**src/rtl/hex_dec_display_decoder.sv**
```systemverilog
// ---------------------------------------------------------------------------
// hex_dec_display_decoder
//
// Reads back the eight seven-segment patterns shown by the hex/decimal display
// driver. It recovers the 8-bit value from the hex field (HEX7:HEX6) and the
// decimal field (HEX2..HEX0). It also flags malformed or inconsistent displays.
// One digit is examined per clock from a shadow copy taken at START.
//
// Ports
//   CLOCK_50   in   1   clock, rising edge
//   RESET      in   1   synchronous active-high reset
//   START      in   1   capture SEG_IN and begin a decode (only honoured in IDLE)
//   SEG_IN     in   56  {HEX7..HEX0}, 7 bits each, bit0=a .. bit6=g
//   BUSY       out  1   decode in progress (capture cycle through CHECK)
//   VALID      out  1   one-cycle pulse when VALUE/DEC_VALUE/ERR are final
//   VALUE      out  8   hex field value {HEX7,HEX6}
//   DEC_VALUE  out  10  decimal field value
//   ERR        out  4   [0] bad pattern [1] decimal>255 [2] hex!=dec [3] blank fault
// ---------------------------------------------------------------------------
module hex_dec_display_decoder #(
    parameter bit SEG_ACTIVE_LOW    = 1'b1,
    parameter bit DEC_LEADING_BLANK = 1'b1
) (
    input  logic        CLOCK_50,
    input  logic        RESET,
    input  logic        START,
    input  logic [55:0] SEG_IN,
    output logic        BUSY,
    output logic        VALID,
    output logic [7:0]  VALUE,
    output logic [9:0]  DEC_VALUE,
    output logic [3:0]  ERR
);

    localparam logic [1:0] S_IDLE  = 2'd0;
    localparam logic [1:0] S_SCAN  = 2'd1;
    localparam logic [1:0] S_CHECK = 2'd2;
    localparam logic [1:0] S_DONE  = 2'd3;

    logic [1:0]  state_q, state_d;
    logic [55:0] shadow_q, shadow_d;
    logic [2:0]  idx_q, idx_d;
    logic [7:0]  value_q, value_d;
    logic [9:0]  dec_q, dec_d;
    logic [3:0]  err_q, err_d;
    logic        nz_q, nz_d;     // a nonzero decimal digit has been seen

    // Returns {known, blank, value}; unknown patterns and blank give value 0.
    function automatic logic [5:0] seg_lookup(input logic [6:0] p);
        case (p)
            7'b1000000: seg_lookup = 6'b10_0000;
            7'b1111001: seg_lookup = 6'b10_0001;
            7'b0100100: seg_lookup = 6'b10_0010;
            7'b0110000: seg_lookup = 6'b10_0011;
            7'b0011001: seg_lookup = 6'b10_0100;
            7'b0010010: seg_lookup = 6'b10_0101;
            7'b0000010: seg_lookup = 6'b10_0110;
            7'b1111000: seg_lookup = 6'b10_0111;
            7'b0000000: seg_lookup = 6'b10_1000;
            7'b0010000: seg_lookup = 6'b10_1001;
            7'b0001000: seg_lookup = 6'b10_1010;
            7'b0000011: seg_lookup = 6'b10_1011;
            7'b1000110: seg_lookup = 6'b10_1100;
            7'b0100001: seg_lookup = 6'b10_1101;
            7'b0000110: seg_lookup = 6'b10_1110;
            7'b0001110: seg_lookup = 6'b10_1111;
            7'b1111111: seg_lookup = 6'b11_0000;
            default:    seg_lookup = 6'b00_0000;
        endcase
    endfunction

    logic [5:0] base;
    logic [6:0] raw, lit;
    logic       g_ok, g_blank;
    logic [3:0] g_val;
    logic [9:0] dec_x10;

    always_comb begin
        base = 6'({3'b000, idx_q}) * 6'd7;
        raw  = shadow_q[base +: 7];
        // Table is stored active-low; active-high panels are folded onto it.
        lit  = SEG_ACTIVE_LOW ? raw : ~raw;
        {g_ok, g_blank, g_val} = seg_lookup(lit);
        // acc*10 as acc*8 + acc*2, wrapping at 10 bits
        dec_x10 = 10'({dec_q, 3'b000}) + 10'({dec_q, 1'b0});
    end

    always_comb begin
        state_d  = state_q;
        shadow_d = shadow_q;
        idx_d    = idx_q;
        value_d  = value_q;
        dec_d    = dec_q;
        err_d    = err_q;
        nz_d     = nz_q;
        case (state_q)
            S_IDLE: begin
                if (START) begin
                    shadow_d = SEG_IN;
                    value_d  = '0;
                    dec_d    = '0;
                    err_d    = '0;
                    nz_d     = 1'b0;
                    idx_d    = 3'd7;
                    state_d  = S_SCAN;
                end
            end
            S_SCAN: begin
                case (idx_q)
                    3'd7, 3'd6: begin
                        if (g_blank)    err_d[3] = 1'b1;
                        else if (!g_ok) err_d[0] = 1'b1;
                        if (idx_q == 3'd7) value_d[7:4] = g_val;
                        else               value_d[3:0] = g_val;
                    end
                    3'd5, 3'd4, 3'd3: begin
                        if (!g_blank) err_d[3] = 1'b1;
                        if (!g_ok)    err_d[0] = 1'b1;
                    end
                    default: begin
                        // Blank and unknown glyphs contribute a 0 digit.
                        dec_d = dec_x10 + {6'b0, g_val};
                        if (!g_ok) begin
                            err_d[0] = 1'b1;
                        end else if (g_blank) begin
                            // Blank is only a leading zero, never in the ones place.
                            if (idx_q == 3'd0 || nz_q || !DEC_LEADING_BLANK)
                                err_d[3] = 1'b1;
                        end else begin
                            if (g_val > 4'd9)  err_d[0] = 1'b1;
                            if (g_val != 4'd0) nz_d = 1'b1;
                        end
                    end
                endcase
                if (idx_q == 3'd0) state_d = S_CHECK;
                else               idx_d   = idx_q - 3'd1;
            end
            S_CHECK: begin
                err_d[1] = err_q[1] | (dec_q > 10'd255);
                // A mismatch is meaningless once a glyph could not be read.
                err_d[2] = err_q[2] | (({2'b00, value_q} != dec_q) && !err_q[0]);
                state_d  = S_DONE;
            end
            default: state_d = S_IDLE;
        endcase
    end

    always_ff @(posedge CLOCK_50) begin
        if (RESET) begin
            state_q  <= S_IDLE;
            shadow_q <= '0;
            idx_q    <= '0;
            value_q  <= '0;
            dec_q    <= '0;
            err_q    <= '0;
            nz_q     <= 1'b0;
        end else begin
            state_q  <= state_d;
            shadow_q <= shadow_d;
            idx_q    <= idx_d;
            value_q  <= value_d;
            dec_q    <= dec_d;
            err_q    <= err_d;
            nz_q     <= nz_d;
        end
    end

    // BUSY rises in the capture cycle itself, so with START held high it
    // only drops during DONE.
    assign BUSY      = (state_q == S_SCAN) || (state_q == S_CHECK) ||
                       ((state_q == S_IDLE) && START);
    assign VALID     = (state_q == S_DONE);
    assign VALUE     = value_q;
    assign DEC_VALUE = dec_q;
    assign ERR       = err_q;

endmodule

```
**config.mk**
```make
export PLATFORM = sky130hd
export DESIGN_NAME = hex_dec_display_decoder
export DESIGN_NICKNAME = d
export VERILOG_FILES = /design/src/rtl/hex_dec_display_decoder.sv
export SDC_FILE = /design/constraint.sdc
export NUM_CORES = 1
export LEC_CHECK = 0
export BUFFER_PORTS_ARGS = -buffer_cell sky130_fd_sc_hd__buf_2
export CAP_MARGIN = 5
export CORE_AREA = 3 3 107 160
export CTS_BUF_LIST = sky130_fd_sc_hd__clkbuf_4
export CTS_CLUSTER_DIAMETER = 200
export DETAILED_ROUTE_END_ITERATION = 16
export DIE_AREA = 0 0 110 163
export PLACE_DENSITY = 0.52
export SYNTH_ARGS = -nofsm -noshare
export SYNTH_HDL_FRONTEND = slang
export SYNTH_SLANG_ARGS = --single-unit
```
**constraint.sdc**
```tcl
create_clock -name CLOCK_50 -period 4.55 [get_ports CLOCK_50]
set_clock_uncertainty 0.2 [all_clocks]
set_input_delay 0.455 -clock CLOCK_50 [delete_from_list [all_inputs] [get_ports CLOCK_50]]
set_output_delay 0.455 -clock CLOCK_50 [all_outputs]
set_load 0.005 [all_outputs]
```
==> flow_metrics.tcl, run 1 <==
set metrics [dict create \
    portBuffers 82 \
    die_w_um 110 \
    synth_ff_type "dfxtp_1" \
    grt_use_total 0.145 \
    finalSetupViolCount 0 \
    synthCells 546 \
    cts_buffer_depth 2 \
    hold_class "in -> reg" \
    worstPathMaxFanout 8 \
    nets 755 \
    num_vias 4348 \
    synth-edff-count 0 \
    max_stage_delay_ns 0.53 \
    p_leak_nw 2.52 \
    crit_family "compound AO/OA/AOI/OAI gates" \
    cp-end-kind "flip-flop" \
    finalPower_w 0.00264 \
    cp-startpoint "idx_q[1]" \
    crit_type "reg -> reg" \
    dieArea_sq_um 17900 \
    synth_seq_area_share 0.356 \
    startpoint_type "flip-flop" \
    numCtsBuffers 9 \
    pin_count 83 \
    clockPowerShare 0.172 \
    path_clk_slew_ns 0.17 \
    antenna_found_initial 1 \
    drt_iter0_markers 130 \
    grt_max_degree 62 \
    use_met3 0.0286 \
    routed_via_density 4.95 \
    design_area_sq_um 6010 \
    fmax_ghz 0.230 \
    critPathSlowestCell "fa_1" \
    yosys-top-cells-area "dfxtp_1 36%, nand2_1 10%, a21oi_1 8.6%" \
    syn_avg_cell_area_sq_um 8.65 \
    fill_cells 1656 \
    synth_warnings 0 \
    cap_violations 0 \
    grt_use_met1 0.177 \
    ant_nets 0 \
    clk_latency_ns 0.46 \
    busiest_layer "met2" \
    r2r-start "idx_q[1]" \
    hold_viol 0 \
    wirelength_um 12700 \
    postSynth.asyncResetShare 0 \
    syn-num-nets 631 \
    outcome "finished, final reports clean" \
    die_h_um 163 \
    cpMostUsedCell "a21oi_2" \
    holdWs_ns 0.0257 \
    crit_chain "buf_12, mux4_2, mux2_4, a21oi_2, a2111oi_2, o21ai_1, o31ai_2, fa_1, ha_1, a21o_1, a21oi_2, o21bai_1, a21oi_2, o21bai_1, a21oi_2, xnor2_1, o41ai_1" \
    cp.required_ns 4.73 \
    relSlewSlack 0.262 \
    place_area_sq_um 5390 \
    gr-usage-met2 0.257 \
    core_sq_um 15800 \
    root_buffer "clkbuf_4" \
    slew_viol_final 0 \
    min_from "SEG_IN[14]" \
    synth_top_area_share 0.356 \
    synth_area_leader_cell "dfxtp_1" \
    syn2layout_area_growth_pct 27.2 \
    wire_per_inst_um 14.4 \
    num_rows 56 \
    drt_first_pass_iters 5 \
    worst_ep_arrival_time_ns 4.53 \
    place_congestion 0.833 \
    fin_crit_sh 0.957 \
    place_inst 817 \
    crit_buf_inv 1 \
    peakVddDrop_uv 167 \
    detail_route.drc_violations 0 \
    grt-ovfl-total 0 \
    layoutNonFillerInstCount 879 \
    ys_ff_latch 84 \
    p_comb_frac 0.482 \
    tightest_slew_ns 1.10 \
    drive_gt1_frac 0.247 \
    power-per-cell-area_nw_per_um2 440 \
    initial_core_util 0.300 \
    p_int_w 0.00153 \
    p_sw_frac 0.420 \
    syn_area_sq_um 4720 \
    grt_pass1_vias 4287 \
    period_minus_slack_ns 4.36 \
    cts_tree "yes" \
    synth_cell_types 59 \
    place_hpwl_um 9190 \
    cts.sinks 84 \
    grt_pass1_wl_um 20800 \
    sequentialPowerShare 0.345 \
    htreeDepth 3 \
    final_util 0.381 \
    p_sw_w 0.00111 \
]
[state kept, by name (all words and copies together), names as in the netlist]
register and cells:
state_q 2, VALUE 8, shadow_q 56, idx_q 3, ERR 4, nz_q 1, DEC_VALUE 10
[worst reg2reg max path, delay by kind of cell (launching register included)]
kind / cells / cell delay, ns
mux: 2 / 0.84
xor+xnor: 1 / 0.08
buf+inv: 1 / 0.14
flops: 1 / 0.42
compound gates: 11 / 1.74
fa+ha+maj: 2 / 0.85
[cells in the final DEF, fill, tap and decap left out, drive strengths merged, types with 15 or more instances in the layout]
cell and instances:
dfxtp 84, mux4 15, ha 24, nor2 28, mux2i 17, nand3 15, a21oi 81, inv 15
buf 104, dlygate4sd3 38, nand2 132
[cell usage after synthesis (all sizes together) (10+ instances only)]
| master | n |
|---|---|
| nand3 | 15 |
| inv | 10 |
| nand2b | 10 |
| clkbuf | 19 |
| mux2i | 17 |
| mux4 | 15 |
| nor2 | 28 |
| buf | 11 |
| a22oi | 10 |
| dfxtp | 84 |
| xnor2 | 12 |
| ha | 24 |
| a21oi | 81 |
| nand2 | 132 |
| o21ai | 11 |
[power by group through the flow]
| stage | clock [W] | sequential, W | combinational [W] |
|---|---|---|---|
| finish | 0.000456 | 0.000913 | 0.00128 |
| CTS | 0.000473 | 0.000909 | 0.00119 |
| floorplan | 0 | 0.000898 | 0.000855 |
| global placement | 0 | 0.000923 | 0.00115 |
| global route | 0.000500 | 0.000925 | 0.00142 |
| detailed placement | 0 | 0.000925 | 0.00116 |
[final timing paths]
check	end	slack, ns	cells past startpoint
worst min register to register	shadow_q[54]	0.27	2
worst max register to register	DEC_VALUE[9]	0.19	17
worst max-delay path	DEC_VALUE[9]	0.19	17
worst min-delay path	shadow_q[14]	0.03	3
[timing repair]
action	CTS	global route
pin swaps	0	7
hold endpoints to repair	38	0
endpoints found under the setup margin	1	3
cloned	0	1
gates resized for setup	1	23
hold buffers	38	0
buffers inserted	0	6
[per-stage QoR]
step                      setup WS, ns  setup TNS [ns]
after floorplan                  0.122               0
after detailed placement        0.0352               0
after global placement           0.129               0
after CTS                       0.0237               0
final                            0.194               0
after global routing           -0.0269         -0.0269
[cell families after synthesis]
kind of cell,share of synthesized area
compound gates,0.164
xor+xnor,0.0297
buf+inv,0.0381
mux,0.141
simple gates,0.199
flops,0.356
fa+ha+maj,0.0721
[area by class of cell]
type                            instances  area [sq um]  area share
Clock inverter                          7          75.1      0.0125
Multi-Input combinational cell        422          2880       0.479
Tap cell                              203           254      0.0423
Inverter                               10          37.5     0.00625
Timing Repair Buffer                  143          1010       0.168
Antenna cell                            1          2.50    0.000416
Sequential cell                        84          1690       0.280
Clock buffer                            9          67.6      0.0112
[layer usage]
metal  vias up  wire (um)
met5         -          0
met4         0        191
met3        16        465
met2       105       6490
met1      2049       5540
li1       2178          -
(Power assumes the default switching activity.)
==> run 2, diff against run 1 <==
ABC_AREA = 1   (was unset)
CORE_AREA = 2 2 107 161   (was 3 3 107 160)
DIE_AREA = 0 0 109 163   (was 0 0 110 163)
==> flow_metrics.tcl, run 2 <==
set metrics [dict create \
    period_minus_slack_ns 4.15 \
    cp-end-kind "flip-flop" \
    detail_route.drc_violations 0 \
    regArea_sq_um 1690 \
    syn2layout_area_growth_pct 15.9 \
    initial_core_util 0.293 \
    syn_avg_cell_area_sq_um 6.58 \
    place_congestion 0.890 \
    synth.most_common_cell "nand2_1" \
    syn_area_sq_um 4830 \
    routed_via_density 4.57 \
    nets 894 \
    crit_buf_inv 3 \
    postSynth.asyncResetShare 0 \
    tightest_slew_ns 0.859 \
    grt_pass1_wl_um 21600 \
    drt_first_pass_iters 4 \
    grt_pass1_vias 4617 \
    drt_iter0_markers 187 \
    tns_ns 0 \
    p_leak_nw 2.69 \
    dieArea_sq_um 17800 \
    die_h_um 163 \
    power-per-cell-area_nw_per_um2 604 \
    worstPathMaxFanout 17 \
    yosys-top-cells-area "dfxtp_1 35%, nand2_1 14%, nor2_1 12%" \
    place_hpwl_um 10200 \
    core_sq_um 16500 \
    root_buffer "clkbuf_4" \
    mostFrequentLayoutCells "184 x nand2_1, 153 x nor2_1, 82 x dfxtp_1, 82 x buf_2, 77 x o21ai_0" \
    synth_cell_types 37 \
    clk_latency_ns 0.46 \
    place_area_sq_um 5390 \
    crit_family "simple AND/OR/NAND/NOR gates" \
    startpoint_type "flip-flop" \
    synth_top_area_share 0.348 \
    setup_ws_ns 0.400 \
    peakVddDrop_uv 203 \
    max_stage_delay_ns 0.49 \
    wire_per_inst_um 12.7 \
    grt_max_degree 63 \
    num_vias 4689 \
    p_sw_w 0.00167 \
    final_util 0.340 \
    cap_violations 0 \
    synth_ff_type "dfxtp_1" \
    top_register "shadow_q" \
    hold_class "in -> reg" \
    p_int_w 0.00171 \
    ys_ff_latch 84 \
    die_w_um 109 \
    wirelength_um 13000 \
    crit_type "reg -> reg" \
    synth-edff-count 0 \
    drive_gt1_frac 0.171 \
    dp_slack_ns 0.278 \
    slew_viol_final 0 \
    cpMostUsedCell "nor2_1" \
    synth_seq_area_share 0.348 \
    cts_buffer_depth 2 \
    portBuffers 82 \
    cts_tree "yes" \
    largest_reg_flops 56 \
    path_clk_slew_ns 0.16 \
    p_comb_frac 0.550 \
    htreeDepth 3 \
    fin_crit_sh 0.912 \
    num_rows 58 \
    cts.sinks 84 \
    sequentialPowerShare 0.327 \
    worst_ep_arrival_time_ns 4.35 \
    rsz0062_at_grt "no" \
    syn-num-nets 819 \
    design_area_sq_um 5600 \
    outcome "finished, final reports clean" \
    synthCells 734 \
    fill_cells 1869 \
    clockPowerShare 0.123 \
    numCtsBuffers 9 \
    p_sw_frac 0.495 \
    layout_commonest_cell "nand2_1" \
    hold_viol 0 \
    grt_use_total 0.154 \
    synth_area_leader_cell "dfxtp_1" \
    ys_top_cells_by_count "184 x nand2_1, 153 x nor2_1, 84 x dfxtp_1" \
    finalSetupViolCount 0 \
    pin_count 83 \
    critPathSlowestCell "fa_1" \
    ant_nets 0 \
    cp.required_ns 4.75 \
    antenna_found_initial 1 \
    grt-ovfl-total 0 \
    fmax_ghz 0.241 \
    multi_input_area_sq_um 2790 \
    relSlewSlack 0.422 \
    synth_warnings 0 \
]
run 2: cell count changes after synthesis, sizes merged, moves of 30 or more:
| cell | before | now |
|---|---|---|
| a21oi | 81 | 41 |
| inv | 10 | 46 |
| nand3 | 15 | 45 |
| nor2 | 28 | 158 |
| nand2 | 132 | 194 |
| o21ai | 11 | 78 |
run 2: area by class of cell:
cell class | instances | share of cell area
timing repair buffer | 96 | 0.0972
clock inverter | 7 | 0.0105
multi-input combinational | 571 | 0.498
antenna | 1 | 0.000447
inverter | 47 | 0.0333
tap | 210 | 0.0469
sequential | 84 | 0.301
clock buffer | 9 | 0.0121
run 2: cell families after synthesis:
kind of cell,count (synthesis),synth area share
simple gates,404,0.344
xor+xnor,12,0.0218
flops,84,0.348
buf+inv,79,0.0759
fa+ha+maj,26,0.0705
compound gates,129,0.140
run 2: layer usage:
layer / vias to the layer above / track usage / part of all wire
met5: - / 0 / 0
met4: 0 / 0.0589 / 0.023
met3: 20 / 0.0284 / 0.034
met2: 96 / 0.291 / 0.54
met1: 2069 / 0.164 / 0.41
li1: 2504 / - / -
run 2: through the flow:
stage                     power [W]  hold WS [ns]  cells
after floorplan             0.00250         0.228    734
after global placement      0.00297         0.236   1002
after detailed placement    0.00298         0.246   1002
after CTS                   0.00341      0.000257   1023
after global routing        0.00374        0.0214   1025
final                       0.00338        0.0379   1025
run 2: power groups by stage:
stage,clock network (W),registers (W),logic [W]
after floorplan,0,0.00107,0.00143
after global placement,0,0.00112,0.00185
after detailed placement,0,0.00112,0.00186
after CTS,0.000438,0.00111,0.00186
after global routing,0.000463,0.00113,0.00215
final,0.000415,0.00110,0.00186
run 2: worst paths after layout:
kind,startpoint,end,slack [ns],cells after the start
worst min-delay path,SEG_IN[49],shadow_q[49],0.04,3
worst max register to register,idx_q[1],DEC_VALUE[9],0.40,28
worst max-delay path,idx_q[1],DEC_VALUE[9],0.40,28
worst min register to register,ERR[3],ERR[3],0.26,2
run 2: what timing repair did:
action / in CTS / in global routing
resized for setup: 0 / 7
endpoints found under the hold margin: 5 / 0
setup endpoints to repair: 0 / 2
buffers inserted: 0 / 1
hold buffers: 5 / 0
run 2: worst register-to-register path, delay by kind of cell (launching register included):
family | cells | cell delay, ns
simple gates | 17 | 1.71
fa+ha+maj | 2 | 0.81
compound gates | 6 | 0.73
flops | 1 | 0.37
buf+inv | 3 | 0.30
